<file path="config.mk">
export PLATFORM = sky130hd
export DESIGN_NAME = i2s_dac_tx_flat
export DESIGN_NICKNAME = d
export VERILOG_FILES = /design/src/rtl/audio_pkg.sv /design/src/rtl/i2s_dac_tx_if.sv /design/src/rtl/sync_edge_det.sv /design/src/rtl/i2s_dac_tx.sv /design/src/flat_wrapper.sv
export SDC_FILE = /design/constraint.sdc
export NUM_CORES = 1
export LEC_CHECK = 0
export CORE_MARGIN = 2
export CORE_UTILIZATION = 52
export DETAILED_ROUTE_END_ITERATION = 10
export GPL_TIMING_DRIVEN = 0
export PLACE_DENSITY = 0.79
export SYNTH_ARGS = -nofsm -noshare
export SYNTH_HDL_FRONTEND = slang
export SYNTH_HIERARCHICAL = 1
export SYNTH_SLANG_ARGS = --single-unit
</file>
<file path="constraint.sdc">
create_clock -name Clk -period 4.75 [get_ports Clk]
set_input_delay 0.475 -clock Clk [delete_from_list [all_inputs] [get_ports Clk]]
set_output_delay 0.475 -clock Clk [all_outputs]
set_load 0.02 [all_outputs]
</file>
<file path="src/rtl/audio_pkg.sv">
// Shared types and constants for the audio transmit path.
package audio_pkg;

  localparam int unsigned SAMPLE_W = 16;

  typedef logic [1:0] state_t;
  localparam state_t IDLE  = 2'd0;
  localparam state_t DELAY = 2'd1;
  localparam state_t SHIFT = 2'd2;
  localparam state_t PAD   = 2'd3;

  typedef enum logic {
    LEFT  = 1'b0,
    RIGHT = 1'b1
  } channel_e;

endpackage

</file>
<file path="src/rtl/i2s_dac_tx_if.sv">
// Sample-source side of the DAC transmitter: stereo sample in, request/status out.
interface i2s_dac_tx_if
  import audio_pkg::*;
#(
  parameter int unsigned WIDTH = SAMPLE_W
);
  logic             enable;
  logic [WIDTH-1:0] LDATA;
  logic [WIDTH-1:0] RDATA;
  logic             data_over;
  logic             frame_err;
  logic             busy;

  modport master (
    output enable, LDATA, RDATA,
    input  data_over, frame_err, busy
  );

  modport slave (
    input  enable, LDATA, RDATA,
    output data_over, frame_err, busy
  );
endinterface

</file>
<file path="src/rtl/sync_edge_det.sv">
// Multi-flop synchronizer for an asynchronous pin, with a history flop for edge pulses.
module sync_edge_det #(
  parameter int unsigned SYNC_STAGES = 2
) (
  input  logic Clk,
  input  logic Reset,
  input  logic async_in,
  output logic level,
  output logic rise,
  output logic fall
);

  logic [SYNC_STAGES-1:0] sync_q;
  logic                   hist_q;

  always_ff @(posedge Clk or negedge Reset) begin
    if (!Reset) begin
      sync_q <= '0;
      hist_q <= 1'b0;
    end else begin
      sync_q <= {sync_q[SYNC_STAGES-2:0], async_in};
      hist_q <= sync_q[SYNC_STAGES-1];
    end
  end

  assign level = sync_q[SYNC_STAGES-1];
  assign rise  = level & ~hist_q;
  assign fall  = ~level & hist_q;

endmodule

</file>
<file path="src/rtl/i2s_dac_tx.sv">
// Serial transmitter to a codec-mastered DAC port: latches one stereo sample per LRCK
// frame and shifts each channel out MSB-first on BCLK falling edges.
module i2s_dac_tx
  import audio_pkg::*;
#(
  parameter int unsigned WIDTH       = SAMPLE_W,
  parameter bit          I2S_MODE    = 1'b1,
  parameter int unsigned SYNC_STAGES = 2
) (
  input  logic         Clk,
  input  logic         Reset,
  i2s_dac_tx_if.slave  src,
  input  logic         AUD_BCLK,
  input  logic         AUD_DACLRCK,
  output logic         AUD_DACDAT
);

  localparam int unsigned CW = $clog2(WIDTH + 1);
  localparam logic [CW-1:0] LAST_BIT = CW'(WIDTH);

  logic bclk_level, bclk_rise, bclk_fall;
  logic lrck_level, lrck_rise, lrck_fall;

  sync_edge_det #(.SYNC_STAGES(SYNC_STAGES)) u_bclk_sync (
    .Clk      (Clk),
    .Reset    (Reset),
    .async_in (AUD_BCLK),
    .level    (bclk_level),
    .rise     (bclk_rise),
    .fall     (bclk_fall)
  );

  sync_edge_det #(.SYNC_STAGES(SYNC_STAGES)) u_lrck_sync (
    .Clk      (Clk),
    .Reset    (Reset),
    .async_in (AUD_DACLRCK),
    .level    (lrck_level),
    .rise     (lrck_rise),
    .fall     (lrck_fall)
  );

  state_t           state_q, state_d;
  channel_e         chan_q, chan_d;
  logic [WIDTH-1:0] shift_q, shift_d;
  logic [WIDTH-1:0] hold_q, hold_d;
  logic [CW-1:0]    cnt_q, cnt_d;
  logic             dat_q, dat_d;
  logic             over_q, over_d;
  logic             err_q, err_d;
  logic [WIDTH-1:0] start_word;

  always_comb begin
    state_d    = state_q;
    chan_d     = chan_q;
    shift_d    = shift_q;
    hold_d     = hold_q;
    cnt_d      = cnt_q;
    dat_d      = dat_q;
    over_d     = 1'b0;
    err_d      = 1'b0;
    start_word = shift_q;

    if (!src.enable) begin
      state_d = IDLE;
      dat_d   = 1'b0;
    end else if (lrck_fall || (lrck_rise && state_q != IDLE)) begin
      // An LRCK edge always wins over a coincident BCLK fall; a channel cut short is abandoned.
      err_d = (state_q == DELAY) || (state_q == SHIFT && cnt_q != LAST_BIT);
      if (lrck_fall) begin
        hold_d     = src.RDATA;
        start_word = src.LDATA;
        over_d     = 1'b1;
        chan_d     = LEFT;
      end else begin
        start_word = hold_q;
        chan_d     = RIGHT;
      end
      shift_d = start_word;
      if (I2S_MODE) begin
        state_d = DELAY;
        dat_d   = 1'b0;
        cnt_d   = '0;
      end else begin
        state_d = SHIFT;
        dat_d   = start_word[WIDTH-1];
        cnt_d   = CW'(1);
      end
    end else if (bclk_fall) begin
      case (state_q)
        DELAY: begin
          dat_d   = shift_q[WIDTH-1];
          cnt_d   = CW'(1);
          state_d = SHIFT;
        end
        SHIFT: begin
          if (cnt_q == LAST_BIT) begin
            dat_d   = 1'b0;
            state_d = PAD;
          end else begin
            // shift_q has been advanced once per emitted bit after the MSB.
            dat_d   = shift_q[WIDTH-2];
            shift_d = shift_q << 1;
            cnt_d   = cnt_q + CW'(1);
          end
        end
        default: ;
      endcase
    end
  end

  always_ff @(posedge Clk or negedge Reset) begin
    if (!Reset) begin
      state_q <= IDLE;
      chan_q  <= LEFT;
      shift_q <= '0;
      hold_q  <= '0;
      cnt_q   <= '0;
      dat_q   <= 1'b0;
      over_q  <= 1'b0;
      err_q   <= 1'b0;
    end else begin
      state_q <= state_d;
      chan_q  <= chan_d;
      shift_q <= shift_d;
      hold_q  <= hold_d;
      cnt_q   <= cnt_d;
      dat_q   <= dat_d;
      over_q  <= over_d;
      err_q   <= err_d;
    end
  end

  assign AUD_DACDAT    = dat_q;
  assign src.data_over = over_q;
  assign src.frame_err = err_q;
  assign src.busy      = (state_q != IDLE);

  // Current channel is tracked for debug visibility only.
  logic unused_dbg;
  assign unused_dbg = ^{bclk_level, bclk_rise, lrck_level, chan_q};

endmodule

</file>
<file path="src/flat_wrapper.sv">
// flat-port wrapper written by rule: the top's interface ports become plain ports
module i2s_dac_tx_flat import audio_pkg::*;
#(
  parameter int unsigned WIDTH       = SAMPLE_W,
  parameter bit          I2S_MODE    = 1'b1,
  parameter int unsigned SYNC_STAGES = 2
)
  (Clk, Reset, AUD_BCLK, AUD_DACLRCK, AUD_DACDAT, src_enable, src_LDATA, src_RDATA, src_data_over, src_frame_err, src_busy);
  i2s_dac_tx_if #(.WIDTH(WIDTH)) src_i ();
  input  logic Clk;
  input  logic Reset;
  input  logic AUD_BCLK;
  input  logic AUD_DACLRCK;
  output logic AUD_DACDAT;
  input wire logic [$bits(src_i.enable)-1:0] src_enable;
  input wire logic [$bits(src_i.LDATA)-1:0] src_LDATA;
  input wire logic [$bits(src_i.RDATA)-1:0] src_RDATA;
  output wire logic [$bits(src_i.data_over)-1:0] src_data_over;
  output wire logic [$bits(src_i.frame_err)-1:0] src_frame_err;
  output wire logic [$bits(src_i.busy)-1:0] src_busy;
  assign src_i.enable = src_enable;
  assign src_i.LDATA = src_LDATA;
  assign src_i.RDATA = src_RDATA;
  assign src_data_over = src_i.data_over;
  assign src_frame_err = src_i.frame_err;
  assign src_busy = src_i.busy;
  i2s_dac_tx #(.WIDTH(WIDTH), .I2S_MODE(I2S_MODE), .SYNC_STAGES(SYNC_STAGES)) u_core (.Clk(Clk), .Reset(Reset), .src(src_i), .AUD_BCLK(AUD_BCLK), .AUD_DACLRCK(AUD_DACLRCK), .AUD_DACDAT(AUD_DACDAT));
endmodule
</file>
==> results by group <==
Drt
  – DR WL/cell: 14.4 um
  – Total routed wirelength: 4350 um
  – DR DRC count: 0
  – Remaining antenna violation count: 0
  – DR iter-0 viols: 75
  – DRT Pass-1 Iters: 4
  – Via count: 1667
  – Vias per cell: 5.52

Clocking
  – Inserted Clock Buffers: 5
  – Cts repair resizes: 0
  – Clk buf depth: 2
  – Clock Pin Slew Worst Setup and Hold Paths: around 90 ps
  – Hold Buf Count CTS: 0
  – Clock Tree Root: clkbuf_8
  – H-tree depth: 2
  – Postcts setup bufs: 0
  – Worst skew pair latency: 300 ps
  – CTS Sinks: 48
  – TritonCTS clock tree: yes

Timing
  – Setup TNS: 0 ps
  – Skew final: 8.14 ps
  – Final Hold Fails: 0
  – Final Max Slew Viols: 0
  – Worst-Margin Slew: 544 ps
  – Rel. slew slack: a little under two thirds
  – Unrepaired setup endpoints after global routing: false
  – Min Hold Slack: 126 ps
  – # setup viols final: 0
  – Fin worst setup slack: about 2500 ps
  – Post-layout min period: 2210 ps
  – Max frequency: 452 MHz
  – Period utilization: 46.6%

Pwr
  – Max IR drop VDD: 0.217 mV
  – Power Density: between 300 and 400 nW/um^2
  – Leakage power: approximately 1.3 nW
  – Post-route total power: 1.05 mW

Final layout
  – Area Growth Syn to Fin: 24.1%
  – Area occupied by multi-input gates: 1030 sq um
  – Post-route insts no fill: 302
  – Final nets: approximately 290
  – Fraction of layout cells with a size suffix above 1: 17.6%
  – Fill cells: 340
  – Layout Utilization: 67.3%
  – Storage cell area: 1200 sq um
  – Antenna diodes: 0
  – Final instance area: 2930 sq um

Synth
  – Mapped Area: 2360 sq um
  – Syn Area/Cell: 11.7 sq um
  – Post-Synthesis Net Count: 244
  – Post-Syn Instances: just over 200
  – Synth warn: 6

Critical path
  – Worst EP required: 4930 ps
  – Worst path max stage delay: 420 ps
  – Slowest-stage cell, CP: clkbuf_1
  – Setup crit end kind: register
  – Arr. time, crit path: about 2400 ps
  – Worst-path maximum fanout: 10
  – Kind of critical path: register to register
  – Worst path cell trace: inv_1 -> ha_1 -> nor2b_1 -> buf_6 -> or2_0 -> buf_4 -> clkbuf_1 -> a21oi_1 -> mux2_1
  – CP startpoint kind: register

Floorplanning
  – Core footprint: around 4400 sq um
  – FP Rows: 24
  – Die area: between 5000 and 6000 sq um
  – I/O Pins: a little over 40
  – Die Ht: approximately 71 um
  – Initial Utilization: 54.2%
  – Die width: 71.4 um

Global routing
  – Vias in the first global route: 1658
  – First-pass GRT wire length: 7460 um
  – Largest net degree at the start of global routing: 28
  – Gr usage total: 18.7%
  – Initial antenna violation count: 0
  – Total gr overflow: 0

Placed design
  – Placed cell areas: 2830 sq um
  – Placer Congestion: 0.732
  – DP Worst Slack: 2550 ps
  – Hpwl dp: 3150 um
  – Port buffer count: 39
  – Inst Count DP: 294

Run status
  – Status: completed

Hold path
  – Hold Path Class: input port to async pin

Flow run
  – Max Cap Viol: 0
==> cell usage in the layout, fill, tap and decap left out, drive strengths merged, types with 3 or more instances in the layout <==
cell type,count
ha,5
o21ai,14
nand2,5
mux2,28
clkbuf,13
inv,13
a21oi,13
nor3,10
nand3,3
nand4,4
dfrtp,48
mux2i,21
nor2b,3
nor2,6
clkdlybuf4s50,38
buf,8
==> critical path: cells and delay by family, from the launching register on <==
kind                     cells  cell delay (ps)
AND/OR/NAND/NOR              2              270
buffers and inverters        4              840
AO/OA/AOI/OAI                1              120
flip-flops                   1              380
multiplexers                 1              300
adder cells (fa/ha/maj)      1              200
==> per-layer routing <==
| metal | up-vias | part of all wire [%] | track usage [%] |
|---|---|---|---|
| met5 | - | 0 | 0 |
| met4 | 0 | 1.1 | 5.03 |
| met3 | 6 | 3.8 | 3.94 |
| met2 | 37 | 51 | 32.1 |
| met1 | 817 | 44 | 24.2 |
| li1 | 807 | - | - |
==> area by class of cell <==
type | instances | area share [%]
Tap cell | 52 | 2.22
Clock inverter | 2 | 0.513
Timing Repair Buffer | 40 | 13.8
Buffer | 13 | 2.65
Inverter | 13 | 1.67
Clock buffer | 6 | 2.82
Sequential cell | 48 | 41.0
Multi-Input combinational cell | 128 | 35.3
==> final timing paths <==
| kind | from | endpoint | slack [ps] | cells past startpoint |
|---|---|---|---|---|
| min reg2reg | u_core/u_bclk_sync/sync_q[0] | u_core/u_bclk_sync/sync_q[1] | 350 | 0 |
| min | Reset | u_core/u_lrck_sync/hist_q | 130 | 1 |
| min in group Clk | u_core/u_bclk_sync/sync_q[0] | u_core/u_bclk_sync/sync_q[1] | 350 | 0 |
| max in group asynchronous | Reset | u_core/hold_q[11] | 4100 | 2 |
| max reg2reg | u_core/state_q[1] | u_core/shift_q[11] | 2540 | 9 |
| max | u_core/state_q[1] | u_core/shift_q[11] | 2540 | 9 |
==> registers in the layout, summed over array words and instances (netlist names) <==
register	cells
u_core/shift_q	16
u_core/src.frame_err	1
u_core/AUD_DACDAT	1
u_core/state_q	2
u_core/u_lrck_sync/hist_q	1
u_core/src.data_over	1
u_core/u_lrck_sync/sync_q	2
u_core/u_bclk_sync/sync_q	2
u_core/u_bclk_sync/hist_q	1
u_core/cnt_q	5
u_core/hold_q	16
==> power by group <==
part           internal, mW  switching (mW)
Sequential            0.506          0.0498
Combinational         0.142           0.101
Clock                 0.118           0.138
No activity file was read; power rests on OpenSTA's default activity.
